`src/rtl/instr_pkg.sv`:
```
// Instruction format shared by the arbiter and the per-core instruction queues.
package instr_pkg;

    localparam int unsigned INSTR_W      = 32;

    localparam int unsigned FORCE_BIT    = 27;
    localparam int unsigned CORE_SEL_BIT = 26;
    localparam int unsigned SRC_TAG_BIT  = 23;
    localparam int unsigned DST_TAG_BIT  = 22;

    localparam int unsigned DST_ADDR_MSB = 21;
    localparam int unsigned DST_ADDR_LSB = 11;
    localparam int unsigned SRC_ADDR_MSB = 10;
    localparam int unsigned SRC_ADDR_LSB = 0;

    typedef logic [INSTR_W-1:0] instr_t;

endpackage

```
`src/rtl/core_instr_fifo_if.sv`:
```
// Valid/ready write (arbiter) and read (core fetch) channels of the instruction queue.
interface core_instr_fifo_if #(
    parameter int unsigned DATA_W = instr_pkg::INSTR_W
);
    logic              wr_valid;
    logic [DATA_W-1:0] wr_data;
    logic              wr_ready;
    logic              rd_valid;
    logic [DATA_W-1:0] rd_data;
    logic              rd_ready;

    modport master (
        output wr_valid, wr_data, rd_ready,
        input  wr_ready, rd_valid, rd_data
    );

    modport slave (
        input  wr_valid, wr_data, rd_ready,
        output wr_ready, rd_valid, rd_data
    );
endinterface

```
`src/rtl/core_instr_fifo_storage.sv`:
```
// Register-file storage: one synchronous write port, one asynchronous read port, no reset.
module fifo_storage #(
    parameter  int unsigned DATA_W = 32,
    parameter  int unsigned DEPTH  = 8,
    localparam int unsigned ADDR_W = $clog2(DEPTH)
) (
    input  logic              clk,
    input  logic              we,
    input  logic [ADDR_W-1:0] waddr,
    input  logic [DATA_W-1:0] wdata,
    input  logic [ADDR_W-1:0] raddr,
    output logic [DATA_W-1:0] rdata
);
    logic [DATA_W-1:0] mem_q [DEPTH];

    always_ff @(posedge clk) begin
        if (we) begin
            mem_q[waddr] <= wdata;
        end
    end

    assign rdata = mem_q[raddr];
endmodule

```
`src/rtl/core_instr_fifo.sv`:
```
// Per-core first-word-fall-through instruction queue with occupancy and back-pressure status.
module core_instr_fifo
    import instr_pkg::*;
#(
    parameter  int unsigned DATA_W    = INSTR_W,
    parameter  int unsigned DEPTH     = 8,
    parameter  int unsigned AF_THRESH = 6,
    localparam int unsigned ADDR_W    = $clog2(DEPTH),
    localparam int unsigned CNT_W     = ADDR_W + 1
) (
    input  logic                     clk,
    input  logic                     resetn,
    input  logic                     flush,
    core_instr_fifo_if.slave         bus,
    output logic [CNT_W-1:0]         count,
    output logic                     empty,
    output logic                     full,
    output logic                     almost_full,
    output logic                     overflow,
    output logic [CNT_W-1:0]         high_water
);
    logic [CNT_W-1:0]  wr_ptr_q, wr_ptr_d;
    logic [CNT_W-1:0]  rd_ptr_q, rd_ptr_d;
    logic [CNT_W-1:0]  count_q, count_d;
    logic [CNT_W-1:0]  high_water_q, high_water_d;
    logic              overflow_q, overflow_d;
    logic              push, pop;
    logic [DATA_W-1:0] head_data;

    // Status comes only from registered count, so no input-to-output combinational path.
    assign empty       = (count_q == '0);
    assign full        = (count_q == CNT_W'(DEPTH));
    assign almost_full = (count_q >= CNT_W'(AF_THRESH));

    assign bus.wr_ready = !full;
    assign bus.rd_valid = !empty;
    assign bus.rd_data  = empty ? '0 : head_data;

    assign count      = count_q;
    assign overflow   = overflow_q;
    assign high_water = high_water_q;

    assign push = bus.wr_valid && !full;
    assign pop  = bus.rd_ready && !empty;

    always_comb begin
        wr_ptr_d     = wr_ptr_q;
        rd_ptr_d     = rd_ptr_q;
        count_d      = count_q;
        overflow_d   = overflow_q;
        high_water_d = high_water_q;
        if (flush) begin
            wr_ptr_d     = '0;
            rd_ptr_d     = '0;
            count_d      = '0;
            overflow_d   = 1'b0;
            high_water_d = '0;
        end else begin
            if (push) wr_ptr_d = wr_ptr_q + 1'b1;
            if (pop)  rd_ptr_d = rd_ptr_q + 1'b1;
            case ({push, pop})
                2'b10:   count_d = count_q + 1'b1;
                2'b01:   count_d = count_q - 1'b1;
                default: count_d = count_q;
            endcase
            if (bus.wr_valid && full) overflow_d = 1'b1;
            if (count_d > high_water_q) high_water_d = count_d;
        end
    end

    always_ff @(posedge clk or negedge resetn) begin
        if (!resetn) begin
            wr_ptr_q     <= '0;
            rd_ptr_q     <= '0;
            count_q      <= '0;
            overflow_q   <= 1'b0;
            high_water_q <= '0;
        end else begin
            wr_ptr_q     <= wr_ptr_d;
            rd_ptr_q     <= rd_ptr_d;
            count_q      <= count_d;
            overflow_q   <= overflow_d;
            high_water_q <= high_water_d;
        end
    end

    fifo_storage #(
        .DATA_W (DATA_W),
        .DEPTH  (DEPTH)
    ) u_storage (
        .clk   (clk),
        .we    (push && !flush),
        .waddr (wr_ptr_q[ADDR_W-1:0]),
        .wdata (bus.wr_data),
        .raddr (rd_ptr_q[ADDR_W-1:0]),
        .rdata (head_data)
    );
endmodule

```
`src/flat_wrapper.sv`:
```
// flat-port wrapper written by rule: the top's interface ports become plain ports
module core_instr_fifo_flat import instr_pkg::*;
#(
    parameter  int unsigned DATA_W    = INSTR_W,
    parameter  int unsigned DEPTH     = 8,
    parameter  int unsigned AF_THRESH = 6,
    localparam int unsigned ADDR_W    = $clog2(DEPTH),
    localparam int unsigned CNT_W     = ADDR_W + 1
)
  (clk, resetn, flush, count, empty, full, almost_full, overflow, high_water, bus_wr_valid, bus_wr_data, bus_rd_ready, bus_wr_ready, bus_rd_valid, bus_rd_data);
  core_instr_fifo_if #(.DATA_W(DATA_W)) bus_i ();
  input  logic clk;
  input  logic resetn;
  input  logic flush;
  output logic [CNT_W-1:0] count;
  output logic empty;
  output logic full;
  output logic almost_full;
  output logic overflow;
  output logic [CNT_W-1:0] high_water;
  input wire logic [$bits(bus_i.wr_valid)-1:0] bus_wr_valid;
  input wire logic [$bits(bus_i.wr_data)-1:0] bus_wr_data;
  input wire logic [$bits(bus_i.rd_ready)-1:0] bus_rd_ready;
  output wire logic [$bits(bus_i.wr_ready)-1:0] bus_wr_ready;
  output wire logic [$bits(bus_i.rd_valid)-1:0] bus_rd_valid;
  output wire logic [$bits(bus_i.rd_data)-1:0] bus_rd_data;
  assign bus_i.wr_valid = bus_wr_valid;
  assign bus_i.wr_data = bus_wr_data;
  assign bus_i.rd_ready = bus_rd_ready;
  assign bus_wr_ready = bus_i.wr_ready;
  assign bus_rd_valid = bus_i.rd_valid;
  assign bus_rd_data = bus_i.rd_data;
  core_instr_fifo #(.DATA_W(DATA_W), .DEPTH(DEPTH), .AF_THRESH(AF_THRESH)) u_core (.clk(clk), .resetn(resetn), .flush(flush), .bus(bus_i), .count(count), .empty(empty), .full(full), .almost_full(almost_full), .overflow(overflow), .high_water(high_water));
endmodule
```
`config.mk`:
```
export PLATFORM = sky130hd
export DESIGN_NAME = core_instr_fifo_flat
export DESIGN_NICKNAME = d
export VERILOG_FILES = /design/src/rtl/instr_pkg.sv /design/src/rtl/core_instr_fifo_if.sv /design/src/rtl/core_instr_fifo_storage.sv /design/src/rtl/core_instr_fifo.sv /design/src/flat_wrapper.sv
export SDC_FILE = /design/constraint.sdc
export NUM_CORES = 1
export LEC_CHECK = 0
export BUFFER_PORTS_ARGS = -buffer_cell sky130_fd_sc_hd__clkbuf_2
export CAP_MARGIN = 25
export CELL_PAD_IN_SITES_DETAIL_PLACEMENT = 1
export CELL_PAD_IN_SITES_GLOBAL_PLACEMENT = 1
export CORE_MARGIN = 4
export CORE_UTILIZATION = 56
export DETAILED_ROUTE_END_ITERATION = 8
export GPL_TIMING_DRIVEN = 0
export PLACE_DENSITY_LB_ADDON = 0.1
export SYNTH_ARGS = -nofsm -noshare
export SYNTH_HDL_FRONTEND = slang
export SYNTH_SLANG_ARGS = --single-unit
```
`constraint.sdc`:
```
create_clock -name clk -period 9.8 [get_ports clk]
set_input_delay 0.49 -clock clk [delete_from_list [all_inputs] [get_ports clk]]
set_output_delay 0.49 -clock clk [all_outputs]
set_load 0.05 [all_outputs]
```
==> qor.yml, run 1 <==
mostFrequentLayoutCells: "edfxtp_1 (256), clkbuf_2 (81), mux4_2 (64), nor2_1 (49), mux2i_1 (35)"
cts_tree: "done"
ys.flop_type: "edfxtp_1"
cts_buffers: 27
clock_latency_ns: 0.52
dieArea_um2: 21300
synth_cell_types: 33
utilization: 0.665
htreeDepth: 1
setup_tns_ns: 0
endpoint_kind: "flip-flop"
timing.fmax_ghz: 0.257
clock-sinks: 271
final_common_cell: "edfxtp_1"
fin_crit_ns: 3.89
antenna_found_initial: 0
slowest_stage: "or4_4"
wl_per_cell_um: 26.9
clock_path_buffers: 3
crit_chain: "or4_4 -> and2_4 -> buf_6 -> ha_1 -> a22oi_1 -> mux2i_1 -> xor2_1 -> inv_1 -> ha_1 -> and4_1 -> a21oi_1 -> mux2i_1 -> nor2_1"
hold_path.class: "primary input to flip-flop"
startpoint: "u_core.count[0]$_DFF_PN0_"
yosys_warnings: 0
syn_area_per_cell_um2: 20.7
path_buf_inv: 2
syn-cell-area_um2: 10600
diodes: 0
gp_congestion: 0.716
syn_nets: 559
num-nets-final: 685
hp-start: "bus_wr_data[28]"
arrival_ns: 4.27
max_slew_margin: 0.342
postRouteAntennaNets: 0
rr_startpoint: "u_core.count[0]$_DFF_PN0_"
post-dp-hpwl_um: 15100
die_h_um: 146
setup_slack_ns: 5.91
setup_viol_count_final: 0
layoutNonFillerInstCount: 891
finClkSkew_ns: 0.00781
grt_pass1_wl_um: 37400
postSynth.asyncResetShare: 0.0554
vias_per_cell: 5.99
dpl_worst_slack_ns: 5.88
maxSlewViolCount: 0
tightest_slew_ns: 0.987
cts_resized: 0
num_io_pins: 83
worstPathMaxFanout: 7
synth-edff-count: 256
critPathRequiredTime_ns: 10.19
drt_iter0_drc: 369
hold_viol: 0
syn2layout_area_growth_pct: 17.0
holdWs_ns: 0.246
gr-usage-all-layers: 0.233
rsz0062_at_grt: "no"
root_buffer: "clkbuf_16"
synth_cells: 514
grt_pass1_vias: 6026
drc: 0
drt-total-wl_um: 24000
start_util: 0.568
placed_area_um2: 11600
path_clk_slew_ns: 0.06
drv_cap: 0
dp_cells: 843
coreArea_um2: 18700
rows: 50
power_mw: 3.47
num_vias: 5337
overflow: 0
synth_seq_cells: 271
ir_worst_vdd_mv: 0.221
final_cell_area_um2: 12400
critPathLaunchType: "flip-flop"
grt_max_degree: 24
ys_seq_area_frac: 0.758
power.leakage_nw: 4.16
path_class: "flip-flop to flip-flop"
status: "completed"
drt-pass1-iter-count: 5
period_share: 0.397
crit_family: "simple AND/OR/NAND/NOR gates"
die_x_um: 146
drive_above_1_share: 0.329
portBuffers: 81
cp_slowest_stage_delay_ns: 0.61
p_per_area_nw_per_um2: 279
worst register-to-register path, cell delays in order (launching register included):
cell and delay [ns]:
dfrtp_1 0.48, or4_4 0.61, and2_4 0.18, buf_6 0.12
ha_1 0.22, a22oi_1 0.20, mux2i_1 0.26, xor2_1 0.30
inv_1 0.08, ha_1 0.31, and4_1 0.20, a21oi_1 0.48
mux2i_1 0.27, nor2_1 0.06
area by class of cell:
class,count,area [um2]
Inverter,8,30.0
Timing Repair Buffer,97,644
Clock inverter,13,115
Tap cell,234,293
Sequential cell,271,8060
Fill cell,1534,6270
Clock buffer,33,698
Buffer,25,118
Multi-Input combinational cell,210,2480
where the power goes:
part	leakage [nW]	internal, mW	total [mW]	switching (mW)
Clock	0.388	0.555	0.962	0.407
Sequential	2.51	1.32	1.35	0.0283
Combinational	1.25	0.365	1.16	0.797
routing by layer:
metal	routed length [um]	up-vias	global-route usage
met1	9640	2809	0.311
met4	409	0	0.0484
met2	12700	167	0.411
met3	1260	38	0.0399
li1	-	2323	-
met5	0	-	0
logic make-up (layout without fill, tap and decap cells):
family | after synthesis | after routing | share of synthesized area
muxes | 100 | 100 | 0.170
adders and majority gates | 8 | 8 | 0.00941
DFF | 271 | 271 | 0.758
AOI/OAI and AO/OA | 14 | 14 | 0.00894
buffers and inverters | 33 | 176 | 0.0139
xor gates and xnor gates | 9 | 9 | 0.00741
and+or+nand+nor | 79 | 79 | 0.0325
registers in the layout, summed over array words and instances (netlist names):
| signal | cells |
|---|---|
| u_core.count | 4 |
| u_core.high_water | 4 |
| u_core.overflow | 1 |
| u_core.rd_ptr_q | 3 |
| u_core.u_storage.mem_q | 256 |
| u_core.wr_ptr_q | 3 |
final timing paths:
path / to / slack [ns] / depth (start not counted)
max in group asynchronous: u_core.count[3]$_DFF_PN0_ / 9.03 / 2
min in group asynchronous: u_core.rd_ptr_q[2]$_DFFE_PN0P_ / 0.47 / 2
max: u_core.high_water[0]$_DFFE_PN0P_ / 5.91 / 13
max reg2reg: u_core.high_water[0]$_DFFE_PN0P_ / 5.91 / 13
min reg2reg: u_core.overflow$_DFFE_PN0P_ / 0.50 / 2
min: u_core.u_storage.mem_q[1][28]$_DFFE_PP_ / 0.25 / 1
synthesized netlist by cell type (all sizes together) (2+ instances only):
| cell type | instances | share of area |
|---|---|---|
| edfxtp | 256 | 0.72 |
| mux4 | 64 | 0.14 |
| nor2 | 55 | 0.019 |
| mux2i | 35 | 0.033 |
| buf | 16 | 0.0079 |
| dfrtp | 15 | 0.035 |
| clkbuf | 9 | 0.0032 |
| ha | 8 | 0.0094 |
| inv | 8 | 0.0028 |
| a21oi | 7 | 0.0036 |
| nand2 | 7 | 0.0025 |
| xor2 | 5 | 0.0041 |
| xnor2 | 4 | 0.0033 |
| nand2b | 3 | 0.0018 |
| nand3 | 3 | 0.0014 |
| nor2b | 3 | 0.0018 |
| nor3 | 3 | 0.0014 |
| a211oi | 2 | 0.0019 |
repair_timing:
| item | CTS | global route |
|---|---|---|
| buffers inserted | 0 | 0 |
| endpoints found under the hold margin | 15 | 0 |
| hold buffers | 1 | 0 |
No activity file was read; power rests on OpenSTA's default activity.
==> inputs of run 2 (changes only) <==
--- a/config.mk
+++ b/config.mk
@@ -10,7 +10,7 @@
 export CELL_PAD_IN_SITES_DETAIL_PLACEMENT = 1
 export CELL_PAD_IN_SITES_GLOBAL_PLACEMENT = 1
 export CORE_MARGIN = 4
-export CORE_UTILIZATION = 56
+export CORE_UTILIZATION = 47
 export DETAILED_ROUTE_END_ITERATION = 8
 export GPL_TIMING_DRIVEN = 0
 export PLACE_DENSITY_LB_ADDON = 0.1
==> constraint.sdc (replaced) <==
create_clock -name clk -period 3.5 [get_ports clk]
set_input_delay 0.175 -clock clk [delete_from_list [all_inputs] [get_ports clk]]
set_output_delay 0.175 -clock clk [all_outputs]
set_load 0.05 [all_outputs]
==> qor.yml, run 2 (synthesized netlist as in run 1, its figures left out) <==
arrival_ns: 3.72
slowest_stage: "or4_4"
finClkSkew_ns: 0.00882
syn2layout_area_growth_pct: 22.7
diodes: 0
overflow: 0
crit_family: "simple AND/OR/NAND/NOR gates"
clock_latency_ns: 0.53
rrSetupSlack_ns: 0.18
cp-endpoint: "u_core.high_water[0]$_DFFE_PN0P_"
wl_per_cell_um: 23.5
timing.fmax_ghz: 0.301
regArea_um2: 8070
vias_per_cell: 5.48
final_common_cell: "edfxtp_1"
drv_cap: 0
utilization: 0.592
worstSetupPathDepth: 13
rr_startpoint: "u_core.count[3]$_DFF_PN0_"
antenna_found_initial: 0
period_share: 0.949
drt_iter0_drc: 291
clock_path_buffers: 3
setup_viol_count_final: 0
grt_pass1_vias: 5982
path_class: "flip-flop to flip-flop"
die_h_um: 158
fin_crit_ns: 3.32
critPathRequiredTime_ns: 3.90
drt-pass1-iter-count: 4
drt-total-wl_um: 22900
startpoint: "u_core.count[3]$_DFF_PN0_"
coreArea_um2: 22000
num-nets-final: 720
max_slew_margin: 0.330
setup_slack_ns: 0.178
drive_above_1_share: 0.341
placed_area_um2: 11700
largest_reg_flops: 256
cts_buffers: 28
clock-sinks: 271
post-dp-hpwl_um: 13900
ir_worst_vdd_mv: 0.588
largest-register: "u_core.u_storage.mem_q"
r2r_cells: 13
num_vias: 5344
final_cell_area_um2: 13000
holdWs_ns: 0.0298
start_util: 0.483
root_buffer: "clkbuf_16"
grt_pass1_wl_um: 35400
die_x_um: 158
power.leakage_nw: 4.36
num_io_pins: 83
critPathLaunchType: "flip-flop"
htreeDepth: 1
grt_max_degree: 22
tightest_slew_ns: 1.00
worstPathMaxFanout: 7
path_clk_slew_ns: 0.06
hold_path.class: "primary input to flip-flop"
dpl_worst_slack_ns: -0.119
multi_input_area_um2: 2560
crit_chain: "or4_4 -> and2_4 -> buf_6 -> ha_4 -> a22oi_2 -> mux2i_1 -> xor2_1 -> inv_1 -> ha_4 -> o211ai_1 -> a21oi_4 -> mux2i_1 -> nor2_1"
setup_tns_ns: 0
mostFrequentLayoutCells: "edfxtp_1 (256), clkbuf_2 (81), mux4_2 (64), nor2_1 (49), mux2i_1 (35)"
dieArea_um2: 25100
hold_viol: 0
cp_slowest_stage_delay_ns: 0.59
postRouteAntennaNets: 0
r2r_end: "u_core.high_water[0]$_DFFE_PN0P_"
cts_tree: "done"
status: "completed"
endpoint_kind: "flip-flop"
path_buf_inv: 2
p_per_area_nw_per_um2: 777
maxSlewViolCount: 0
portBuffers: 81
gr-usage-all-layers: 0.190
nFillCells: 1945
drc: 0
gp_congestion: 0.724
rows: 54
==> run 2: changes by cell type in the layout (fill, tap and decap cells not counted), moves of 3 or more <==
cell and delta:
buf_16 +4, clkinv_2 +5, a21oi_1 -3, dfrtp_1 -3
dfrtp_2 +3, buf_6 -7, buf_4 +6, dlygate4sd3_1 +33
==> run 2: per-layer routing <==
metal,share of wire,track usage,vias to the layer above
met5,0,0,-
met4,0.014,0.0422,0
met3,0.040,0.0310,27
met2,0.53,0.337,112
met1,0.42,0.249,2800
li1,-,-,2405
==> run 2: worst min-delay path by stage <==
stage	startpoint	endpoint	slack [ns]	depth (start not counted)
6_report	bus_wr_valid	u_core.wr_ptr_q[1]$_DFFE_PN0P_	0.03	3
3_5_place_dp	resetn	u_core.overflow$_DFFE_PN0P_	0.13	1
5_1_grt	bus_wr_valid	u_core.wr_ptr_q[1]$_DFFE_PN0P_	0.02	3
2_1_floorplan	resetn	u_core.count[0]$_DFF_PN0_	-0.12	0
3_3_place_gp	resetn	u_core.overflow$_DFFE_PN0P_	0.11	1
4_1_cts	bus_wr_valid	u_core.wr_ptr_q[1]$_DFFE_PN0P_	0.005	3
==> run 2: cell type report <==
class | instances | share of cell area
tap | 280 | 0.0269
sequential | 271 | 0.618
clock inverter | 17 | 0.0118
multi-input combinational | 210 | 0.197
inverter | 8 | 0.00230
clock buffer | 33 | 0.0568
timing repair buffer | 131 | 0.0783
buffer | 25 | 0.00902
==> run 2: what timing repair did <==
action	in CTS	in global routing
hold endpoints to repair	276	0
setup buffers	1	5
hold buffers	34	0
setup endpoints to repair	4	4
pin swaps	1	4
gates resized for setup	2	9
==> run 2: power by group <==
| part | switching, mW | total [mW] | leakage (nW) | internal [mW] |
|---|---|---|---|---|
| sequential | 0.0735 | 3.76 | 2.51 | 3.69 |
| combinational | 2.30 | 3.50 | 1.41 | 1.20 |
| clock | 1.16 | 2.88 | 0.439 | 1.72 |
| total | 3.53 | 10.1 | 4.36 | 6.61 |
==> run 2: worst min-delay path: stages <==
cell and delay (ns):
clkbuf_2 0.16, nand3_1 0.11, a21oi_1 0.07
==> run 2: through the flow <==
step | total power [mW] | cells
finish | 10.1 | 975
detailed placement | 7.13 | 885
CTS | 10.1 | 970
floorplan | 6.29 | 514
global route | 10.6 | 975
global placement | 7.03 | 875
==> inputs of run 3 (changes only) <==
==> constraint.sdc (replaced) <==
create_clock -name clk -period 2.7 [get_ports clk]
set_input_delay 0.135 -clock clk [delete_from_list [all_inputs] [get_ports clk]]
set_output_delay 0.135 -clock clk [all_outputs]
set_load 0.05 [all_outputs]
==> qor.yml, run 3 (synthesized netlist as in run 1, its figures left out) <==
grt_pass1_wl_um: 36200
mostFrequentLayoutCells: "edfxtp_1 (256), clkbuf_2 (82), mux4_2 (64), nor2_1 (48), dlygate4sd3_1 (35)"
placed_area_um2: 11700
dieArea_um2: 25100
rsz0062_at_grt: "yes"
num_vias: 5373
start_util: 0.483
final_cell_area_um2: 13400
power_frac_comb: 0.350
critPathLaunchType: "flip-flop"
switchingPower_mw: 4.68
gr-usage-all-layers: 0.194
grt_max_degree: 26
seqPwrFrac: 0.356
setup_viol_count_final: 4
wl_met1_um: 9520
num_io_pins: 83
antenna_found_initial: 0
ir_worst_vdd_mv: 0.616
wl_met3_um: 790
drt-total-wl_um: 23500
coreArea_um2: 22000
portBuffers: 81
path_class: "flip-flop to flip-flop"
clock_latency_ns: 0.53
status: "finished with violations"
diodes: 0
arrival_ns: 3.62
syn2layout_area_growth_pct: 25.6
clock-sinks: 271
cts_buffers: 28
largest-register: "u_core.u_storage.mem_q"
period_share: 1.19
largest_reg_flops: 256
dpl_worst_slack_ns: -0.802
highest_layer: "met4"
vias_per_cell: 5.43
post-dp-hpwl_um: 14400
timing.fmax_ghz: 0.310
power.leakage_nw: 4.53
rows: 54
cts_tree: "done"
maxSlewViolCount: 0
htreeDepth: 1
layoutNonFillerInstCount: 990
root_buffer: "clkbuf_16"
fin_crit_ns: 3.22
num-nets-final: 734
grt_pass1_vias: 5983
drt_iter0_drc: 253
endpoint_kind: "flip-flop"
clock_power_share: 0.294
wl_per_cell_um: 23.7
power_mw: 13.7
final_common_cell: "edfxtp_1"
max_slew_margin: 0.670
p_per_area_nw_per_um2: 1020
drc: 0
drv_cap: 0
drive_above_1_share: 0.382
holdWs_ns: 0.0704
tightest_slew_ns: 0.495
worstPathMaxFanout: 7
setup_tns_ns: -1.89
critPathRequiredTime_ns: 3.10
hold_viol: 0
postRouteAntennaNets: 0
met2_length_um: 12800
netSwitchingFraction: 0.342
die_h_um: 158
setup_slack_ns: -0.522
p_int_mw: 8.99
path_clk_slew_ns: 0.06
die_x_um: 158
failed_checks: "negative setup slack"
overflow: 0
utilization: 0.606
hold_path.class: "primary input to asynchronous set/reset pin"
clock_path_buffers: 3
dp_cells: 886
drt-pass1-iter-count: 4
gp_congestion: 0.721
finClkSkew_ns: 0.0240
## run 3: layout make-up
| type | count | area (um2) |
|---|---|---|
| fillers | 1909 | 8680 |
| flip-flops and latches | 271 | 8070 |
| multi-input cells | 210 | 2580 |
| repair buffers | 147 | 1150 |
| clock buffers | 38 | 790 |
| well taps | 280 | 350 |
| clock inverters | 13 | 190 |
| plain buffers | 23 | 189 |
| inverters | 8 | 30.0 |
## run 3: power groups by stage
stage          registers [mW]  clock network (mW)  logic [mW]
3_3_place_gp             4.96                   0        4.21
5_1_grt                  4.88                4.35        5.11
4_1_cts                  4.87                4.10        4.65
6_report                 4.87                4.02        4.79
3_5_place_dp             4.97                   0        4.38
2_1_floorplan            5.08                   0        3.14
## run 3: worst paths after layout
| kind | start | end | slack, ns | cells after the start |
|---|---|---|---|---|
| max in group asynchronous | resetn | u_core.count[2]$_DFF_PN0_ | 2.31 | 2 |
| setup / recovery | u_core.count[3]$_DFF_PN0_ | u_core.high_water[0]$_DFFE_PN0P_ | -0.52 | 12 |
| hold reg to reg | u_core.overflow$_DFFE_PN0P_ | u_core.overflow$_DFFE_PN0P_ | 0.50 | 2 |
| min in group clk | bus_wr_valid | u_core.wr_ptr_q[2]$_DFFE_PN0P_ | 0.09 | 4 |
| setup reg to reg | u_core.count[3]$_DFF_PN0_ | u_core.high_water[0]$_DFFE_PN0P_ | -0.52 | 12 |
| hold / removal | resetn | u_core.high_water[0]$_DFFE_PN0P_ | 0.07 | 2 |
## run 3: critical path: stages (launching register included)
cell and delay (ns):
dfrtp_1 0.39, or4_4 0.58, and2_4 0.18, ha_4 0.16, a22oi_2 0.13, mux2i_1 0.23, xor2_1 0.30, inv_1 0.12
ha_4 0.30, o211ai_1 0.13, a21oi_4 0.28, mux2i_1 0.23, nor2_1 0.06
## run 3: layer usage
layer	track usage	vias to the layer above
li1	-	2424
met1	0.253	2821
met2	0.353	102
met3	0.0256	26
met4	0.0353	0
met5	0	-
## run 3: what timing repair did
action / in CTS / in global routing
hold buffers: 35 / 0
buffers inserted: 14 / 6
endpoints found under the hold margin: 276 / 0
pin swaps: 12 / 11
endpoints found under the setup margin: 95 / 16
gates resized for setup: 31 / 22
